<file path="src/rtl/fpnew_pkg.sv">
// Shared FPU types. The status flags travel with every result through the reorder buffer.
package fpnew_pkg;

  typedef struct packed {
    logic NV;  // invalid
    logic DZ;  // divide by zero
    logic OF;  // overflow
    logic UF;  // underflow
    logic NX;  // inexact
  } status_t;

endpackage

</file>
<file path="src/rtl/fpnew_rob_wr_sel.sv">
// Completion-port select for one ROB entry: the lowest matching port index wins,
// and any further match on this entry in the same cycle raises dup.
module fpnew_rob_wr_sel
  import fpnew_pkg::*;
#(
  parameter int unsigned NumOpGroups = 4,
  parameter int unsigned Width       = 64,
  parameter int unsigned IdWidth     = 3,
  parameter int unsigned Entry       = 0
) (
  input  logic [NumOpGroups-1:0]              cpl_valid,
  input  logic [NumOpGroups-1:0][IdWidth-1:0] cpl_id,
  input  logic [NumOpGroups-1:0][Width-1:0]   cpl_result,
  input  status_t [NumOpGroups-1:0]           cpl_status,
  output logic                                wr_en,
  output logic [Width-1:0]                    wr_result,
  output status_t                             wr_status,
  output logic                                dup
);

  // Scan from the highest port down so the lowest index is written last.
  always_comb begin
    wr_en     = 1'b0;
    wr_result = '0;
    wr_status = '0;
    dup       = 1'b0;
    for (int p = NumOpGroups - 1; p >= 0; p--) begin
      if (cpl_valid[p] && cpl_id[p] == IdWidth'(Entry)) begin
        if (wr_en) dup = 1'b1;
        wr_en     = 1'b1;
        wr_result = cpl_result[p];
        wr_status = cpl_status[p];
      end
    end
  end

endmodule

</file>
<file path="src/rtl/fpnew_result_reorder.sv">
// Circular reorder buffer: opgroups complete out of order by slot id, and results
// are released strictly in issue order from the head entry.
module fpnew_result_reorder
  import fpnew_pkg::*;
#(
  parameter int unsigned NumOpGroups = 4,
  parameter int unsigned Depth       = 8,
  parameter int unsigned Width       = 64,
  parameter int unsigned TagWidth    = 1,
  localparam int unsigned IdWidth    = $clog2(Depth)
) (
  input  logic                                clk_i,
  input  logic                                rst_ni,
  input  logic                                flush_i,
  input  logic                                issue_valid_i,
  input  logic [TagWidth-1:0]                 issue_tag_i,
  output logic                                issue_ready_o,
  output logic [IdWidth-1:0]                  issue_id_o,
  input  logic [NumOpGroups-1:0]              cpl_valid_i,
  output logic [NumOpGroups-1:0]              cpl_ready_o,
  input  logic [NumOpGroups-1:0][IdWidth-1:0] cpl_id_i,
  input  logic [NumOpGroups-1:0][Width-1:0]   cpl_result_i,
  input  status_t [NumOpGroups-1:0]           cpl_status_i,
  output logic [Width-1:0]                    result_o,
  output status_t                             status_o,
  output logic [TagWidth-1:0]                 tag_o,
  output logic                                out_valid_o,
  input  logic                                out_ready_i,
  output logic                                busy_o,
  output logic                                err_o
);

  typedef struct packed {
    logic                alloc;
    logic                done;
    logic [Width-1:0]    result;
    status_t             status;
    logic [TagWidth-1:0] tag;
  } rob_entry_t;

  rob_entry_t [Depth-1:0] rob_q;
  logic [IdWidth-1:0]     head_q, tail_q;
  logic [IdWidth:0]       count_q;
  logic                   err_q;

  logic [Depth-1:0]            wr_en, wr_dup;
  logic [Depth-1:0][Width-1:0] wr_result;
  status_t [Depth-1:0]         wr_status;
  logic                        issue_hs, pop, err_set;

  for (genvar e = 0; e < Depth; e++) begin : g_sel
    fpnew_rob_wr_sel #(
      .NumOpGroups(NumOpGroups),
      .Width      (Width),
      .IdWidth    (IdWidth),
      .Entry      (e)
    ) u_sel (
      .cpl_valid (cpl_valid_i),
      .cpl_id    (cpl_id_i),
      .cpl_result(cpl_result_i),
      .cpl_status(cpl_status_i),
      .wr_en     (wr_en[e]),
      .wr_result (wr_result[e]),
      .wr_status (wr_status[e]),
      .dup       (wr_dup[e])
    );
  end

  assign issue_ready_o = (count_q != (IdWidth+1)'(Depth));
  assign issue_id_o    = tail_q;
  assign issue_hs      = issue_valid_i & issue_ready_o;
  assign cpl_ready_o   = '1;

  assign out_valid_o = rob_q[head_q].alloc & rob_q[head_q].done;
  assign result_o    = rob_q[head_q].result;
  assign status_o    = rob_q[head_q].status;
  assign tag_o       = rob_q[head_q].tag;
  assign pop         = out_valid_o & out_ready_i;
  assign busy_o      = (count_q != '0);
  assign err_o       = err_q;

  // A completion is illegal if it targets a free slot or the head being retired.
  always_comb begin
    err_set = |wr_dup;
    for (int p = 0; p < NumOpGroups; p++) begin
      if (cpl_valid_i[p] &&
          (!rob_q[cpl_id_i[p]].alloc || (pop && cpl_id_i[p] == head_q)))
        err_set = 1'b1;
    end
  end

  always_ff @(posedge clk_i) begin
    if (!rst_ni || flush_i) begin
      head_q  <= '0;
      tail_q  <= '0;
      count_q <= '0;
      for (int e = 0; e < Depth; e++) begin
        rob_q[e].alloc <= 1'b0;
        rob_q[e].done  <= 1'b0;
      end
    end else begin
      if (issue_hs) tail_q <= tail_q + 1'b1;
      if (pop)      head_q <= head_q + 1'b1;
      count_q <= count_q + (IdWidth+1)'(issue_hs) - (IdWidth+1)'(pop);
      // Issue only hits a free slot and writes only hit allocated ones, so these never collide.
      for (int e = 0; e < Depth; e++) begin
        if (issue_hs && tail_q == IdWidth'(e)) begin
          rob_q[e].alloc <= 1'b1;
          rob_q[e].done  <= 1'b0;
          rob_q[e].tag   <= issue_tag_i;
        end else if (pop && head_q == IdWidth'(e)) begin
          rob_q[e].alloc <= 1'b0;
          rob_q[e].done  <= 1'b0;
        end else if (wr_en[e] && rob_q[e].alloc) begin
          rob_q[e].result <= wr_result[e];
          rob_q[e].status <= wr_status[e];
          rob_q[e].done   <= 1'b1;
        end
      end
    end
  end

  // Sticky until reset; a flush leaves it alone so late stale completions stay visible.
  always_ff @(posedge clk_i) begin
    if (!rst_ni)      err_q <= 1'b0;
    else if (err_set) err_q <= 1'b1;
  end

endmodule

</file>
<file path="config.mk">
export PLATFORM = sky130hd
export DESIGN_NAME = fpnew_result_reorder
export DESIGN_NICKNAME = d
export VERILOG_FILES = /design/src/rtl/fpnew_pkg.sv /design/src/rtl/fpnew_rob_wr_sel.sv /design/src/rtl/fpnew_result_reorder.sv
export SDC_FILE = /design/constraint.sdc
export NUM_CORES = 2
export LEC_CHECK = 0
export ABC_AREA = 0
export BUFFER_PORTS_ARGS = -buffer_cell sky130_fd_sc_hd__buf_4
export CAP_MARGIN = 20
export CORE_MARGIN = 10
export CORE_UTILIZATION = 55
export DETAILED_ROUTE_END_ITERATION = 8
export GPL_TIMING_DRIVEN = 0
export PLACE_DENSITY_LB_ADDON = 0.12
export SLEW_MARGIN = 20
export SYNTH_ARGS = -nofsm -noshare
export SYNTH_HDL_FRONTEND = slang
export SYNTH_SLANG_ARGS = --single-unit
</file>
<file path="constraint.sdc">
create_clock -name clk_i -period 8.05 [get_ports clk_i]
set_input_delay 0.805 -clock clk_i [delete_from_list [all_inputs] [get_ports clk_i]]
set_output_delay 0.805 -clock clk_i [all_outputs]
set_load 0.02 [all_outputs]
</file>
# Word level (Yosys, flattened, before mapping)
# Index checks and enable logic that the tools add are counted.
totals:
  input_bits: 298
  word_cells: 456
  regBits: 587
op_classes:
  bitwise: 20
  n_eq_ne: 47
  order_cmp: 5
  add_sub_neg: 4
  muxes: 190
  reduce_logical: 114
ops:
  columns: ["cell", "n"]
  rows:
  - ["two-way mux 64 bit", 32]
  - ["binary-select mux 72 bit (select 3 bit)", 5]
  - ["two-way mux 70 bit", 8]
  - ["two-way mux 72 bit", 5]
  - ["two-way mux 5 bit", 32]
  - ["two-way mux 1 bit", 100]
  - ["equality test 3 bit, second input constant", 24]
  - ["logical AND 1 bit", 64]
  - ["equality test 3 x 2 -> 1 bit, second input constant", 12]
  - ["AND reduction 4 bit", 8]
  - ["OR reduction 3 bit", 8]
  - ["less-than comparator 3 x 4 -> 1 bit, second input constant", 5]
  - ["equality test 3 x 1 -> 1 bit, second input constant", 6]
  - ["logical NOT 3 bit", 6]
  - ["NOT 1 bit", 17]
  - ["two-way mux 2 bit", 8]
  - ["AND reduction 2 bit", 8]
  - ["nonzero test 2 bit", 8]
  - ["equality test 3 bit", 4]
  - ["OR reduction 8 bit", 1]
  - ["adder 3 x 1 -> 3 bit, second input constant", 2]
  - ["logical NOT 1 bit", 5]
  - ["logical OR 1 bit", 5]
  - ["adder 4 x 1 -> 4 bit", 1]
  - ["4 further kinds", 6]

# Depth between registers and ports, before layout
depth:
  depth_word: 14
  depth_mapped: 12

# Modules after synthesis
# From an unflattened synthesis, not the netlist that was laid out.
unflattened:
  hier_cells: 4498
  area_unflattened_um2: 42734.7
by_module_without_submodules:
  columns: ["mod", "area_each_um2", "seq_area_each_um2", "cells_per_inst", "instances"]
  rows:
  - ["fpnew_result_reorder", 23088.4, 17356.6, 1189, 1]
  - ["fpnew_rob_wr_sel at g_sel[1].u_sel ...", 2412.3, 0.0, 414, 3]
  - ["fpnew_rob_wr_sel at g_sel[3].u_sel ...", 2392.3, 0.0, 412, 3]
  - ["fpnew_rob_wr_sel at g_sel[7].u_sel", 2856.5, 0.0, 419, 1]
  - ["fpnew_rob_wr_sel at g_sel[0].u_sel", 2376.0, 0.0, 412, 1]

# Worst setup path after synthesis
# No wires, ideal clock.
synth_timing:
  path_kind: "input to register"
  from: "in cpl_id_i[5] (netlist bit)"
  to: "reg rob_q[145] (netlist bit) (enable)"
  arrival_time_ps: 6961
  path_buffers: 2
  slack_ps: 490
  cell_stages: 6
  cell_sequence: "nand2b_1 -> buf_2 -> nor2_1 -> clkbuf_1 -> o31ai_1 -> a211oi_1"
synth_between:
  elab_chain_cells: 6
synth_lines:
  columns: ["element", "line_no", "text"]
  rows:
  - ["from (decl)", "fpnew_result_reorder.sv:21", "input logic [NumOpGroups-1:0][IdWidth-1:0] cpl_id_i,"]
  - ["equality test 3 x 2 -> 1 bit", "fpnew_rob_wr_sel.sv:28", "if (cpl_valid[p] && cpl_id[p] == IdWidth'(Entry)) begin"]
  - ["logical AND 1 bit", "fpnew_rob_wr_sel.sv:28", null]
  - ["two-way mux 1 bit (2 in series)", "fpnew_rob_wr_sel.sv:28", null]
  - ["logical AND 1 bit", "fpnew_result_reorder.sv:114", "end else if (wr_en[e] && rob_q[e].alloc) begin"]
  - ["AND reduction 4 bit (no source line)", null, null]
  - ["to (decl)", "fpnew_result_reorder.sv:41", "rob_entry_t [Depth-1:0] rob_q;"]
# Every way passes these cells.
# A chain may end at the register's enable or synchronous reset.

# Final worst setup path
layout_timing:
  from: "reg head_q[1]"
  to: "out tag_o"
layout_between:
  elab_chain_cells: 2
layout_lines:
  columns: ["element", "line_no", "text"]
  rows:
  - ["from (decl)", "fpnew_result_reorder.sv:42", "logic [IdWidth-1:0] head_q, tail_q;"]
  - ["from (signal assigned)", "fpnew_result_reorder.sv:103", "if (pop) head_q <= head_q + 1'b1;"]
  - ["binary-select mux 72 bit (select 3 bit)", "fpnew_result_reorder.sv:77", "assign tag_o = rob_q[head_q].tag;"]
  - ["two-way mux 72 bit (not written as such)", "fpnew_result_reorder.sv:77", null]
  - ["to (decl)", "fpnew_result_reorder.sv:26", "output logic [TagWidth-1:0] tag_o,"]
# Every way passes these cells. The select of a mux whose other input is x is not followed.

==> impl_metrics.yaml <==
outcome:
  status: "finished with violations"
  failed_checks: "DRC"
logic_synthesis:
  ys_seq_elements: 587
  ys_async_sr_fraction: 0
  synth_area_leaders: "edfxtp_1 42%, mux4_2 8.5%, a21oi_1 7.1%"
  synth_cells: 4226
  syn_avg_cell_area_sq_um: 9.452
  synth_area_sq_mm: 0.03994
  synth_compound_area_frac: 0.2012
  synth_top_family_by_area: "compound AO/OA/AOI/OAI gates"
  synth_cell_type_count: 66
  yosysSeqAreaShare: 0.4345
  synth_xor_area_frac: 0.003727
  yosys.area_share.adder: 0.006641
  synth_edf_count: 560
  synth_top_area_share: 0.4210
  yosys_warnings: 0
  synth_simple_gate_area_frac: 0.1238
  ys.flop_type: "edfxtp_1"
  synth_area_leader_cell: "edfxtp_1"
  synthMuxAreaShare: 0.1758
floorplanning:
  pin_count: 379
  die_w_um: 289.5
  die_h_um: 289.5
  coreArea_sq_mm: 0.07173
  fp-row-count: 98
  die_area_sq_mm: 0.08380
  start_util: 0.5569
placement:
  gp_congestion: 1.010
  portBuffers: 233
  dpl.hpwl_mm: 122.1
  place_ws_ps: 3419
setup_path:
  slowest_stage: "clkbuf_1"
  worst-endpoint-required_ps: 7240
  cp.arrival_ps: 4690
  crit_path_start: "head_q[1]$_SDFFE_PP0P_"
  crit_type: "flip-flop to output pin"
  crit-reg2reg-launch: "head_q[2]$_SDFFE_PP0P_"
  crit_path_start_kind: "flip-flop"
  worstSetupEndpointType: "output pin"
  cp_cell_sequence: "clkbuf_1 > clkbuf_1 > buf_1 > mux4_2 > nand2_1 > nand2_1 > buf_4"
  path_max_fanout: 10
  slowest_delay_ps: 980
clocking:
  htreeDepth: 3
  cts_root_buf: "clkbuf_16"
  post-cts-setup-buffers: 0
  cts_resized: 0
  cts_buffers: 69
  cts_tree: "done"
  clk_latency_ps: 650
  holdBufCountCts: 0
  path_clk_slew_ps: 60
  clk_path_buf_depth: 3
  cts.sinks: 587
timing:
  relSlewSlack: 0.1454
  rsz0062_at_grt: "no"
  fin_ws_ps: 2555
  tightest_slew_ps: 1282
  period_share: 0.6826
  hold_violations: 0
  finalMaxSlewViolations: 0
  fmax_mhz: 182.0
  period_needed_ps: 5495
  finalClockSkew_ps: 22.54
  finalSetupViolations: 0
route:
  routed_wl_mm: 175.3
  drt_iter0_drc: 6883
  vias_per_cell: 7.039
  via_count: 39410
  wl_per_cell_um: 31.31
  drcViolationCount: 1
  drtPass1Iterations: 9
  ant_nets: 0
cells_and_area:
  final_common_cell: "nand2_1"
  layout_common_cells: "590 x nand2_1, 571 x nor2_1, 563 x a21oi_1"
  layout-drive-gt1-share: 0.1671
  nets: 4900
  syn_to_final_growth_pct: 15.24
global_route:
  overflow: 0
  met2_usage: 0.5792
  grt_max_degree: 31
  use_met1: 0.4973
  antenna_found_initial: 21
  top_usage_layer: "met2"
  grt_pass1_vias: 37570
  grt_pass1_wl_mm: 248.9
  grt_use_met3: 0.1621
  grt_usage: 0.4019
run:
  max_cap_violations: 0
power_and_ir_drop:
  p_leak_nw: 16.70
  ir_drop_mv: 0.1366
  power.total_mw: 7.454
  powerDensity_mw_per_mm2: 161.9
worst_hold_path:
  min_path_type: "input pin to flip-flop"
  hp-start: "issue_tag_i"
[critical path: cells and delay by family (launching register included)]
family / cells / cell delay (ps)
DFF: 1 / 400
buffers and inverters: 4 / 3000
muxes: 1 / 430
and+or+nand+nor: 2 / 220
[report_power, final]
| group | internal (mW) | switching [mW] |
|---|---|---|
| Combinational | 0.357 | 0.687 |
| Clock | 1.73 | 1.32 |
| Sequential | 3.36 | 0.00474 |
[cells by family (layout without fill, tap and decap cells)]
logic type      count (synthesis)  in the layout
flops                         587            587
simple gates                 1250           1250
other cells                     1             28
fa+ha+maj                      21             21
xor+xnor                       17             17
buf+inv                       549            945
compound gates               1304           1304
mux                           497            497
[sequential cells by signal (all words and copies together), names as in the netlist]
name	cells
err_o	1
count_q	4
issue_id_o	3
head_q	3
rob_q	576
[per-stage QoR]
stage / area (sq um) / hold slack (ps) / setup TNS (ps) / cells / utilization
2_1_floorplan: 39960 / 424.7 / 0 / 4229 / -
3_3_place_gp: 42890 / 437.3 / -2094580 / 5412 / 0.5980
3_5_place_dp: 43880 / 441.5 / 0 / 5462 / 0.6117
4_1_cts: 45970 / 403.4 / 0 / 5575 / 0.6408
5_1_grt: 45980 / 411.8 / 0 / 5579 / 0.6410
6_report: 46030 / 403.3 / 0 / 5599 / 0.6417
[cell usage after synthesis (all sizes together), types with 9 or more instances]
| cell | number |
|---|---|
| nand2 | 590 |
| nor2 | 580 |
| a21oi | 563 |
| edfxtp | 560 |
| clkbuf | 363 |
| o21ai | 354 |
| mux2i | 209 |
| buf | 164 |
| mux4 | 150 |
| a221o | 138 |
| mux2 | 138 |
| a221oi | 74 |
| a22oi | 70 |
| a22o | 69 |
| dfxtp | 27 |
| inv | 22 |
| ha | 18 |
| xnor2 | 15 |
| nand2b | 13 |
| nor3 | 11 |
| nand3 | 9 |
[final cells by class]
| class | count | area (sq um) |
|---|---|---|
| Clock inverter | 23 | 180.2 |
| Buffer | 527 | 2090 |
| Multi-Input combinational cell | 3093 | 20560 |
| Antenna cell | 24 | 60.06 |
| Timing Repair Buffer | 283 | 2601 |
| Inverter | 22 | 82.58 |
| Fill cell | 6058 | 25700 |
| Tap cell | 950 | 1189 |
| Clock buffer | 90 | 1909 |
| Sequential cell | 587 | 17360 |
[routing by layer]
metal / routed length, um / vias to the layer above
met5: 127 / -
met3: 29000 / 895
li1: - / 16360
met2: 74460 / 3753
met4: 12440 / 20
met1: 59260 / 18390
[final timing paths]
path                             endpoint  slack (ps)  cells after the start
setup / recovery                    tag_o        2550                      7
hold / removal       rob_q[432]$_DFFE_PP_         400                      1
setup reg to reg      rob_q[45]$_DFFE_PP_        3910                      9
hold reg to reg   rob_q[430]$_SDFFE_PP0P_         450                      2
No activity file was read; power rests on OpenSTA's default activity.
